## config.mk

```make
export PLATFORM = sky130hd
export DESIGN_NAME = pcs_code_sync
export DESIGN_NICKNAME = d
export VERILOG_FILES = /design/src/rtl/pcs_pkg.sv /design/src/rtl/pcs_cg_classify.sv /design/src/rtl/pcs_code_sync.sv
export SDC_FILE = /design/constraint.sdc
export NUM_CORES = 1
export LEC_CHECK = 0
export CAP_MARGIN = 15
export CORE_UTILIZATION = 65
export CTS_BUF_LIST = sky130_fd_sc_hd__clkbuf_8
export DETAILED_ROUTE_END_ITERATION = 8
export DONT_BUFFER_PORTS = 1
export PLACE_DENSITY = 0.81
export SETUP_SLACK_MARGIN = 0.02
export SLEW_MARGIN = 0
export SYNTH_ARGS = -nofsm -noshare
export SYNTH_HDL_FRONTEND = slang
export SYNTH_SLANG_ARGS = --single-unit
```

## constraint.sdc

```tcl
create_clock -name clock -period 2.9 [get_ports clock]
set_clock_uncertainty 0.1 [all_clocks]
set_input_delay 0.145 -clock clock [delete_from_list [all_inputs] [get_ports clock]]
set_output_delay 0.145 -clock clock [all_outputs]
set_load 0.02 [all_outputs]
```

## src/rtl/pcs_pkg.sv

```systemverilog
// Shared definitions for the 1000BASE-X style code-group synchronizer.
//
// Contents:
//   - K28.5 comma constants (both running disparities) and D16.2.
//   - FSM state encoding.
//   - Code-group classification helpers used by pcs_cg_classify and
//     pcs_code_sync.
//
// Validity decode: a code-group is "valid" when its 6b sub-block (abcdei)
// has 2..4 ones, its 4b sub-block (fghj) has 1..3 ones, and the whole
// 10b group has 4..6 ones. Every legal 8b/10b code-group satisfies these
// disparity bounds. Running disparity is not tracked here.
package pcs_pkg;

    // Bit 9 is 'a', bit 0 is 'j'.
    localparam logic [9:0] K28_5_RDN = 10'b0011111010;
    localparam logic [9:0] K28_5_RDP = 10'b1100000101;
    localparam logic [9:0] D16_2_RDP = 10'b1001000101;

    typedef enum logic [2:0] {
        ST_LOSS_OF_SYNC  = 3'd0,
        ST_COMMA_DETECT  = 3'd1,
        ST_ACQUIRE_SYNC  = 3'd2,
        ST_SYNC_ACQUIRED = 3'd3,
        ST_SYNC_RECOVER  = 3'd4
    } sync_state_e;

    function automatic logic [3:0] ones10(input logic [9:0] v);
        logic [3:0] n;
        n = 4'd0;
        for (int i = 0; i < 10; i++) begin
            n = n + {3'd0, v[i]};
        end
        return n;
    endfunction

    function automatic logic is_comma(input logic [9:0] cg);
        return (cg == K28_5_RDN) || (cg == K28_5_RDP);
    endfunction

    function automatic logic is_valid(input logic [9:0] cg);
        logic [3:0] n_hi;
        logic [3:0] n_lo;
        logic [3:0] n_all;
        n_hi  = ones10({4'd0, cg[9:4]});
        n_lo  = ones10({6'd0, cg[3:0]});
        n_all = ones10(cg);
        return (n_hi >= 4'd2) && (n_hi <= 4'd4) &&
               (n_lo >= 4'd1) && (n_lo <= 4'd3) &&
               (n_all >= 4'd4) && (n_all <= 4'd6);
    endfunction

    // Data = valid group that is not a K28.x control group. The 6b patterns
    // 001111/110000 occur only in K28.x.
    function automatic logic is_data(input logic [9:0] cg);
        return is_valid(cg) && (cg[9:4] != 6'b001111) && (cg[9:4] != 6'b110000);
    endfunction

    // A comma is only acceptable in the even position (rx_even==0 before
    // the group is consumed).
    function automatic logic cgbad(input logic valid, input logic comma,
                                   input logic rx_even);
        return !valid || (comma && rx_even);
    endfunction

    function automatic logic cggood(input logic valid, input logic comma,
                                    input logic rx_even);
        return !cgbad(valid, comma, rx_even);
    endfunction

endpackage

```

## src/rtl/pcs_cg_classify.sv

```systemverilog
// Combinational code-group classifier.
//
// Ports:
//   code_group  in  10  received code-group
//   comma       out 1   K28.5, either disparity
//   data        out 1   valid non-K28 group
//   valid       out 1   group passes the disparity-bound validity check
module pcs_cg_classify
    import pcs_pkg::*;
(
    input  logic [9:0] code_group,
    output logic       comma,
    output logic       data,
    output logic       valid
);

    assign comma = is_comma(code_group);
    assign data  = is_data(code_group);
    assign valid = is_valid(code_group);

endmodule

```

## src/rtl/pcs_code_sync.sv

```systemverilog
// Code-group synchronization state machine with loss-event counter.
//
// Ports:
//   clock             in  1            clock
//   reset             in  1            asynchronous reset, active low
//   rx_code_group     in  10           received code-group, one per clock
//   signal_detect     in  1            PMD signal present; 0 forces loss
//   SUDI              out 10           rx_code_group delayed one clock
//   code_sync_status  out 1            1 = synchronized
//   rx_even           out 1            even/odd position flag
//   bad_cnt           out BAD_W        accumulated bad count while synced
//   loss_events       out CNT_W        saturating count of sync losses
module pcs_code_sync
    import pcs_pkg::*;
#(
    parameter int ACQ_PAIRS  = 3,
    parameter int BAD_LIMIT  = 4,
    parameter int GOOD_LIMIT = 4,
    parameter int CNT_W      = 16,
    localparam int BAD_W     = $clog2(BAD_LIMIT + 1)
) (
    input  logic             clock,
    input  logic             reset,
    input  logic [9:0]       rx_code_group,
    input  logic             signal_detect,
    output logic [9:0]       SUDI,
    output logic             code_sync_status,
    output logic             rx_even,
    output logic [BAD_W-1:0] bad_cnt,
    output logic [CNT_W-1:0] loss_events
);

    localparam int ACQ_W  = (ACQ_PAIRS > 1) ? $clog2(ACQ_PAIRS) : 1;
    localparam int GOOD_W = (GOOD_LIMIT > 1) ? $clog2(GOOD_LIMIT) : 1;

    localparam logic [ACQ_W-1:0]  ACQ_LAST  = ACQ_W'(ACQ_PAIRS - 1);
    localparam logic [BAD_W-1:0]  BAD_LAST  = BAD_W'(BAD_LIMIT - 1);
    localparam logic [GOOD_W-1:0] GOOD_LAST = GOOD_W'(GOOD_LIMIT - 1);

    sync_state_e       state_q, state_d;
    logic [9:0]        sudi_q;
    logic              sync_q, sync_d;
    logic              rx_even_q, rx_even_d;
    logic [BAD_W-1:0]  bad_cnt_q, bad_cnt_d;
    logic [ACQ_W-1:0]  acq_cnt_q, acq_cnt_d;
    logic [GOOD_W-1:0] good_cgs_q, good_cgs_d;
    logic [CNT_W-1:0]  loss_q, loss_d;

    logic cg_comma;
    logic cg_data;
    logic cg_valid;
    logic cg_bad;
    logic in_sync_q;

    pcs_cg_classify u_classify (
        .code_group (rx_code_group),
        .comma      (cg_comma),
        .data       (cg_data),
        .valid      (cg_valid)
    );

    // Classification uses the position flag as it stands before this group.
    assign cg_bad    = cgbad(cg_valid, cg_comma, rx_even_q);
    assign in_sync_q = (state_q == ST_SYNC_ACQUIRED) || (state_q == ST_SYNC_RECOVER);

    always_comb begin
        state_d    = state_q;
        rx_even_d  = ~rx_even_q;
        acq_cnt_d  = acq_cnt_q;
        bad_cnt_d  = bad_cnt_q;
        good_cgs_d = good_cgs_q;

        if (!signal_detect) begin
            state_d    = ST_LOSS_OF_SYNC;
            acq_cnt_d  = '0;
            bad_cnt_d  = '0;
            good_cgs_d = '0;
        end else begin
            case (state_q)
                ST_LOSS_OF_SYNC: begin
                    if (cg_comma) begin
                        state_d   = ST_COMMA_DETECT;
                        rx_even_d = 1'b1;
                        acq_cnt_d = '0;
                    end
                end
                ST_COMMA_DETECT: begin
                    if (cg_data) begin
                        if (acq_cnt_q == ACQ_LAST) begin
                            state_d = ST_SYNC_ACQUIRED;
                        end else begin
                            state_d   = ST_ACQUIRE_SYNC;
                            acq_cnt_d = acq_cnt_q + ACQ_W'(1);
                        end
                    end else begin
                        state_d = ST_LOSS_OF_SYNC;
                    end
                end
                ST_ACQUIRE_SYNC: begin
                    if (!rx_even_q && cg_comma) begin
                        state_d   = ST_COMMA_DETECT;
                        rx_even_d = 1'b1;
                    end else if (cg_bad) begin
                        state_d = ST_LOSS_OF_SYNC;
                    end
                end
                ST_SYNC_ACQUIRED: begin
                    if (cg_bad) begin
                        if (BAD_LIMIT == 1) begin
                            state_d = ST_LOSS_OF_SYNC;
                        end else begin
                            state_d    = ST_SYNC_RECOVER;
                            bad_cnt_d  = BAD_W'(1);
                            good_cgs_d = '0;
                        end
                    end
                end
                ST_SYNC_RECOVER: begin
                    if (cg_bad) begin
                        good_cgs_d = '0;
                        if (bad_cnt_q == BAD_LAST) begin
                            // Counters are meaningless out of sync; clear them.
                            state_d   = ST_LOSS_OF_SYNC;
                            bad_cnt_d = '0;
                        end else begin
                            bad_cnt_d = bad_cnt_q + BAD_W'(1);
                        end
                    end else if (good_cgs_q == GOOD_LAST) begin
                        good_cgs_d = '0;
                        bad_cnt_d  = bad_cnt_q - BAD_W'(1);
                        if (bad_cnt_q == BAD_W'(1)) begin
                            state_d = ST_SYNC_ACQUIRED;
                        end
                    end else begin
                        good_cgs_d = good_cgs_q + GOOD_W'(1);
                    end
                end
                default: begin
                    state_d = ST_LOSS_OF_SYNC;
                end
            endcase
        end
    end

    // Status and loss counter follow the next state so they change on the
    // same edge as the state register.
    always_comb begin
        sync_d = (state_d == ST_SYNC_ACQUIRED) || (state_d == ST_SYNC_RECOVER);
        loss_d = loss_q;
        if (in_sync_q && (state_d == ST_LOSS_OF_SYNC) && (loss_q != {CNT_W{1'b1}})) begin
            loss_d = loss_q + CNT_W'(1);
        end
    end

    always_ff @(posedge clock or negedge reset) begin
        if (!reset) begin
            state_q    <= ST_LOSS_OF_SYNC;
            sudi_q     <= '0;
            sync_q     <= 1'b0;
            rx_even_q  <= 1'b0;
            bad_cnt_q  <= '0;
            acq_cnt_q  <= '0;
            good_cgs_q <= '0;
            loss_q     <= '0;
        end else begin
            state_q    <= state_d;
            sudi_q     <= rx_code_group;
            sync_q     <= sync_d;
            rx_even_q  <= rx_even_d;
            bad_cnt_q  <= bad_cnt_d;
            acq_cnt_q  <= acq_cnt_d;
            good_cgs_q <= good_cgs_d;
            loss_q     <= loss_d;
        end
    end

    assign SUDI             = sudi_q;
    assign code_sync_status = sync_q;
    assign rx_even          = rx_even_q;
    assign bad_cnt          = bad_cnt_q;
    assign loss_events      = loss_q;

endmodule

```

Word level (Yosys, flattened, before mapping). Cells that the tools add are included. Widths: inputs -> output; s select.

Bits in registers: 38. Output and inout port bits: 31. Input port bits: 13. Logic and storage cells: 110.

Bitwise operators: 1. Multiplexer cells: 32. Reductions and logical operators: 22. Add/subtract/negate cells: 19. Eq/ne operators: 22. $lt $le $gt $ge: 6.

Operators with widths (number): $add 4x1->4 (12); $mux 3 (15); $add 16x1->16 const B (1); $mux 2 (8); $ne 16x16->1 const B (1); $pmux 3 s5 (1); $eq 3x2->1 const B (4); $ne 3x3->1 const B (4); $logic_and 1x1->1 (11); $eq 10x10->1 const B (1); $eq 10x8->1 const B (1); $le 4x3->1 const B (2); $pmux 2 s2 (2); $eq 3x1->1 const B (2); $eq 3x3->1 const B (2); $logic_not 3->1 (2); $ne 3x1->1 const B (2); $ne 6x4->1 const B (1); $ne 6x6->1 const B (1); $pmux 3 s2 (1); $add 1x1->2 (2); $add 2x1->2 const B (2); $eq 2x2->1 const B (2); $ge 4x1->1 const B (1); other kinds (14) (21).

Depth between registers and ports, before layout.
Depth after elaboration: 21. Gate-level depth with buffers: 15. Mapped depth without buffers: 14.

Modules after synthesis. A second synthesis with hierarchy kept.

Cells, all modules: 237. Area total of the unflattened synthesis: 2416.1 sq um.

By module, submodules not included: pcs_code_sync (seq. area each 950.9 sq um, cells each 183, area an instance 1934.4 sq um, times used 1); pcs_cg_classify (seq. area each 0.0 sq um, cells each 54, area an instance 481.7 sq um, times used 1).

Worst setup path after synthesis. No wires, ideal clock.

Kind: input port to flip-flop. Start point: input port rx_code_group[0]. End point: register loss_q[1] (netlist: loss_events[1]). Setup slack: -1.158 ns. Arrival time: 3.833 ns. Path buffers: 0. Stages on the path: 14. Required time: 2.675 ns. Setup time: 0.125 ns. Path through: inv_1 -> ha_1 -> fa_1 -> inv_1 -> fa_1 -> fa_1 -> fa_1 -> a211oi_1 -> nand2_1 -> a211o_1 -> o2111ai_2 -> nand3_4 -> nor2b_1 -> mux2_4.

Longest elaborated chain between the ends: 21. Elaborated cells between the ends (all ways): 37. Classes of those cells: 9 x add/sub; 4 x order compare; 2 x eq/ne; 8 x mux; 14 x reduce/logical.

RTL lines: start: declaration (RTL line pcs_code_sync.sv:24) `input logic [9:0] rx_code_group,`; $add 1x1->2 (RTL line pcs_pkg.sv:32) `n = n + {3'd0, v[i]};`; $add 4x1->4 (8 in a row) (RTL line pcs_pkg.sv:32); $ge 4x3->1 (RTL line pcs_pkg.sv:50) `(n_all >= 4'd4) && (n_all <= 4'd6);`; $logic_and 1x1->1 (RTL line pcs_pkg.sv:49) `(n_lo >= 4'd1) && (n_lo <= 4'd3) &&`; $logic_and 1x1->1 (RTL line pcs_pkg.sv:50); $logic_not 1->1 (RTL line pcs_pkg.sv:63) `return !valid || (comma && rx_even);`; $logic_or 1x1->1 (RTL line pcs_pkg.sv:63); $mux 3 (RTL line pcs_code_sync.sv:103) `end else if (cg_bad) begin`; $mux 3 (RTL line pcs_code_sync.sv:100) `if (!rx_even_q && cg_comma) begin`; $pmux 3 s5 * (RTL line pcs_code_sync.sv:79) `case (state_q)`; $mux 3 * (RTL line pcs_code_sync.sv:73) `if (!signal_detect) begin`; $logic_not 3->1 * (RTL line pcs_code_sync.sv:150) `if (in_sync_q && (state_d == ST_LOSS_OF_SYNC) && (loss_q != {CNT_W{1'b1}})) begin`; $logic_and 1x1->1 * (2 in a row) (RTL line pcs_code_sync.sv:150); end signal: assignment (RTL line pcs_code_sync.sv:173) `loss_q <= loss_d;`; end: declaration (RTL line pcs_code_sync.sv:47) `logic [CNT_W-1:0] loss_q, loss_d;`.

Mark *: on every way between the ends. The rest lies on a longest branch, timed or not. A chain may end at the register's enable or synchronous reset.

Worst setup path in the final report.
Start point: input port rx_code_group[0]. End point: register loss_q[3] (netlist: loss_events[3]).

The elaborated chain is that of the path after synthesis.

==> flow_summary.toml <==
[run_status]
status = "finished, violations left"
violations = "negative setup slack"

[timing]
maxSlewHeadroom = 0.5940
final-max-slew-violation-count = 0
finalSetupViolCount = 27
fin_setup_tns_ns = -21.02
grt_setup_unrepaired = "yes"
finalCritPeriodShare = 1.318
hold_viol_final = 0
fmax_mhz = 261.7
tightest_slew_ns = 0.6063
min_period_ns = 3.821
setup_slack_ns = -0.9209

[clock_tree]
clk_latency_ns = 0.29
cts_tree = "built"
clk_pin_slew_ns = 0.07
htreeDepth = 2
cts-root-buf = "clkbuf_8"
cts.sinks = 38
cts_buffers = 5
cts.path.max_buffers = 2

[floorplanning]
die_w_um = 63
rows = 21
design.die.area_um2 = 3969
start_util = 0.7027
core_area_um2 = 3442
io_pins = 44
die_y_um = 63

[synth]
syn_area_um2 = 2419
yosysWarnings = 0
ys_seq_elements = 38
avgSynthCellArea_um2 = 10.34
synthArstFlopShare = 1.000
synth_edf_count = 0
synth_nets = 273
synth_cell_types = 51
synth_cells = 234
synth_ff_type = "dfrtp_1"
ys_seq_area_frac = 0.3932

[cells_and_area]
num-nets-final = 305
drive_gt1_frac = 0.2368
seqCellArea_um2 = 950.9
fillers = 154
design_area_um2 = 3000
syn2layout_area_growth_pct = 24.06
fin_util = 0.8717
multi_input_area_um2 = 1519
diodes = 0

[routing]
drt-vias-per-instance = 6.474
first_pass_iters = 4
drtAntennaViolNets = 0
drc_errors = 0
drtIter0Drc = 172
totalWireLength_um = 6316
num_vias = 2020
wire_per_inst_um = 20.24

[critical_path]
critPathKind = "input port to flip-flop"
cp_data_arrival_time_ns = 3.92
r2r-end = "loss_events[2]"
reg2reg_slack_ns = 0.20
r2r-start = "loss_events[2]"
crit_family = "adder cells"
crit_path_start_kind = "input port"
path_cells = "inv_12, ha_4, fa_1, inv_2, fa_1, fa_2, fa_2, a211oi_2, nand2_1, a211o_1, o2111ai_4, nand3_2, buf_4, nor2_1, xor2_1"
slowest_delay_ns = 0.52
path_depth = 15
slowest_stage = "fa_1"
cp.required_ns = 3.00
crit_buf_inv = 3
cp_max_fo = 5
crit_path_end_kind = "flip-flop"
ff2ff_path_depth = 7

[grt]
antenna_found_initial = 0
grt_max_degree = 39
grt_usage = 0.3081
first_global_vias = 2048
grt_first_pass_wirelength_um = 9308
overflow = 0

[place]
place_hpwl_um = 3825
gp_congestion = 0.8281
io_buffers = 0
place_ws_ns = -1.133
placed_area_um2 = 2594

[min_path]
min_to = "acq_cnt_q[1]"
hold_path_startpoint = "signal_detect"
holdPathStages = 3
hold_path.class = "input port to flip-flop"

[power]
p_leak_nw = 1.314
power.density_nw_per_um2 = 393.0
peakVddDrop_mv = 0.2851

[run]
cap_violations = 0
metrics by stage:
step                power, mW  hold WS [ns]  cells
detailed placement     0.7489       -0.2497    286
floorplan              0.7020       -0.2506    234
finish                  1.179        0.1059    312
CTS                     1.128        0.1054    310
global placement       0.7333       -0.2498    286
global route            1.229        0.1187    312
area by class of cell:
cell class              instances  area share
clock buffers                   5     0.02294
clock inverters                 2    0.002502
inverters                      26     0.03670
multi-input cells             165      0.5063
flip-flops and latches         38      0.3169
well taps                      46     0.01918
repair buffers                 30     0.09550
state kept, by name, summed over array words and instances, names as in the netlist:
name and count:
acq_cnt_q 2, bad_cnt 3, code_sync_status 1, SUDI 10
state_q 3, rx_even 1, good_cgs_q 2, loss_events 16
routing by layer:
layer,vias up,GRT usage,routed length [um]
met5,-,0,0
met4,0,0.1337,325
met3,38,0.08942,486
met2,121,0.5161,3163
met1,998,0.3652,2341
li1,863,-,-
cell families after synthesis:
logic type               Yosys count  share of synthesized area
flip-flops                        38                     0.3932
buffers and inverters             32                    0.05380
AO/OA/AOI/OAI                     36                     0.1029
AND/OR/NAND/NOR                   82                     0.2090
multiplexers                       5                    0.02431
adder cells (fa/ha/maj)           26                     0.1624
XOR/XNOR                          15                    0.05432
synthesized netlist by cell type, types with 2 or more instances:
library cell | count | area [um2]
nor3_1 | 2 | 10.01
xnor2_1 | 2 | 17.52
fa_1 | 9 | 180.2
and2_1 | 2 | 12.51
o211ai_1 | 4 | 30.03
o21ai_0 | 8 | 40.04
a21o_1 | 2 | 15.01
a31oi_1 | 2 | 12.51
mux2_2 | 2 | 22.52
buf_2 | 2 | 10.01
nand4b_1 | 2 | 17.52
clkbuf_1 | 3 | 11.26
nor4b_2 | 3 | 45.04
and4_1 | 2 | 17.52
nor2_1 | 21 | 78.83
nand3_1 | 11 | 55.05
a21oi_1 | 4 | 20.02
nor3_2 | 2 | 20.02
nand4_1 | 5 | 31.28
xor2_1 | 13 | 113.9
nand2_1 | 16 | 60.06
or3_1 | 2 | 12.51
nor2b_1 | 3 | 18.77
inv_1 | 26 | 97.59
a21boi_0 | 4 | 30.03
ha_1 | 17 | 212.7
dfrtp_1 | 38 | 950.9
nor3b_2 | 2 | 25.02
a211o_1 | 2 | 17.52
o21a_1 | 2 | 15.01
layout by cell type (no fill, tap or decap), types with 3 or more instances in the layout:
cell	Yosys	layout
dfrtp_1	38	38
inv_1	26	26
nand2_1	16	16
ha_1	17	16
nor2_1	21	15
xor2_1	13	13
dlygate4sd3_1	0	12
buf_4	0	12
nand3_1	11	10
fa_1	9	7
o21ai_0	8	5
nand4_1	5	5
clkbuf_8	0	5
buf_6	1	5
o211ai_1	4	4
nor2_2	0	4
o21ai_1	1	3
nand3_2	1	3
a21boi_1	0	3
worst register-to-register path: cells and delay by family (launching register included):
kind	cells	cell delay [ns]
xor gates and xnor gates	1	0.15
DFF	1	0.56
and+or+nand+nor	6	1.75
how the worst max path moves through the flow:
stage	slack, ns	endpoint	startpoint
floorplan	-0.87	loss_events[1]	rx_code_group[0]
global placement	-0.98	loss_events[1]	rx_code_group[0]
detailed placement	-1.13	loss_events[6]	rx_code_group[0]
CTS	-0.77	loss_events[13]	rx_code_group[0]
global route	-1.00	loss_events[6]	rx_code_group[0]
finish	-0.92	loss_events[3]	rx_code_group[0]
power by group:
part           internal [mW]  leakage (nW)  switching, mW
Combinational          0.138         0.796          0.160
Clock                  0.158        0.0466          0.169
Sequential             0.539         0.472         0.0162
Total                  0.835          1.31          0.344
what timing repair did:
action                                  CTS  global route
cloned                                    1             0
hold buffers                             13             0
pin swaps                                 2             2
endpoints found under the setup margin   27            27
endpoints found under the hold margin    56             0
resized for setup                        20             9
buffers inserted                          3             2
(Power assumes the default switching activity.)
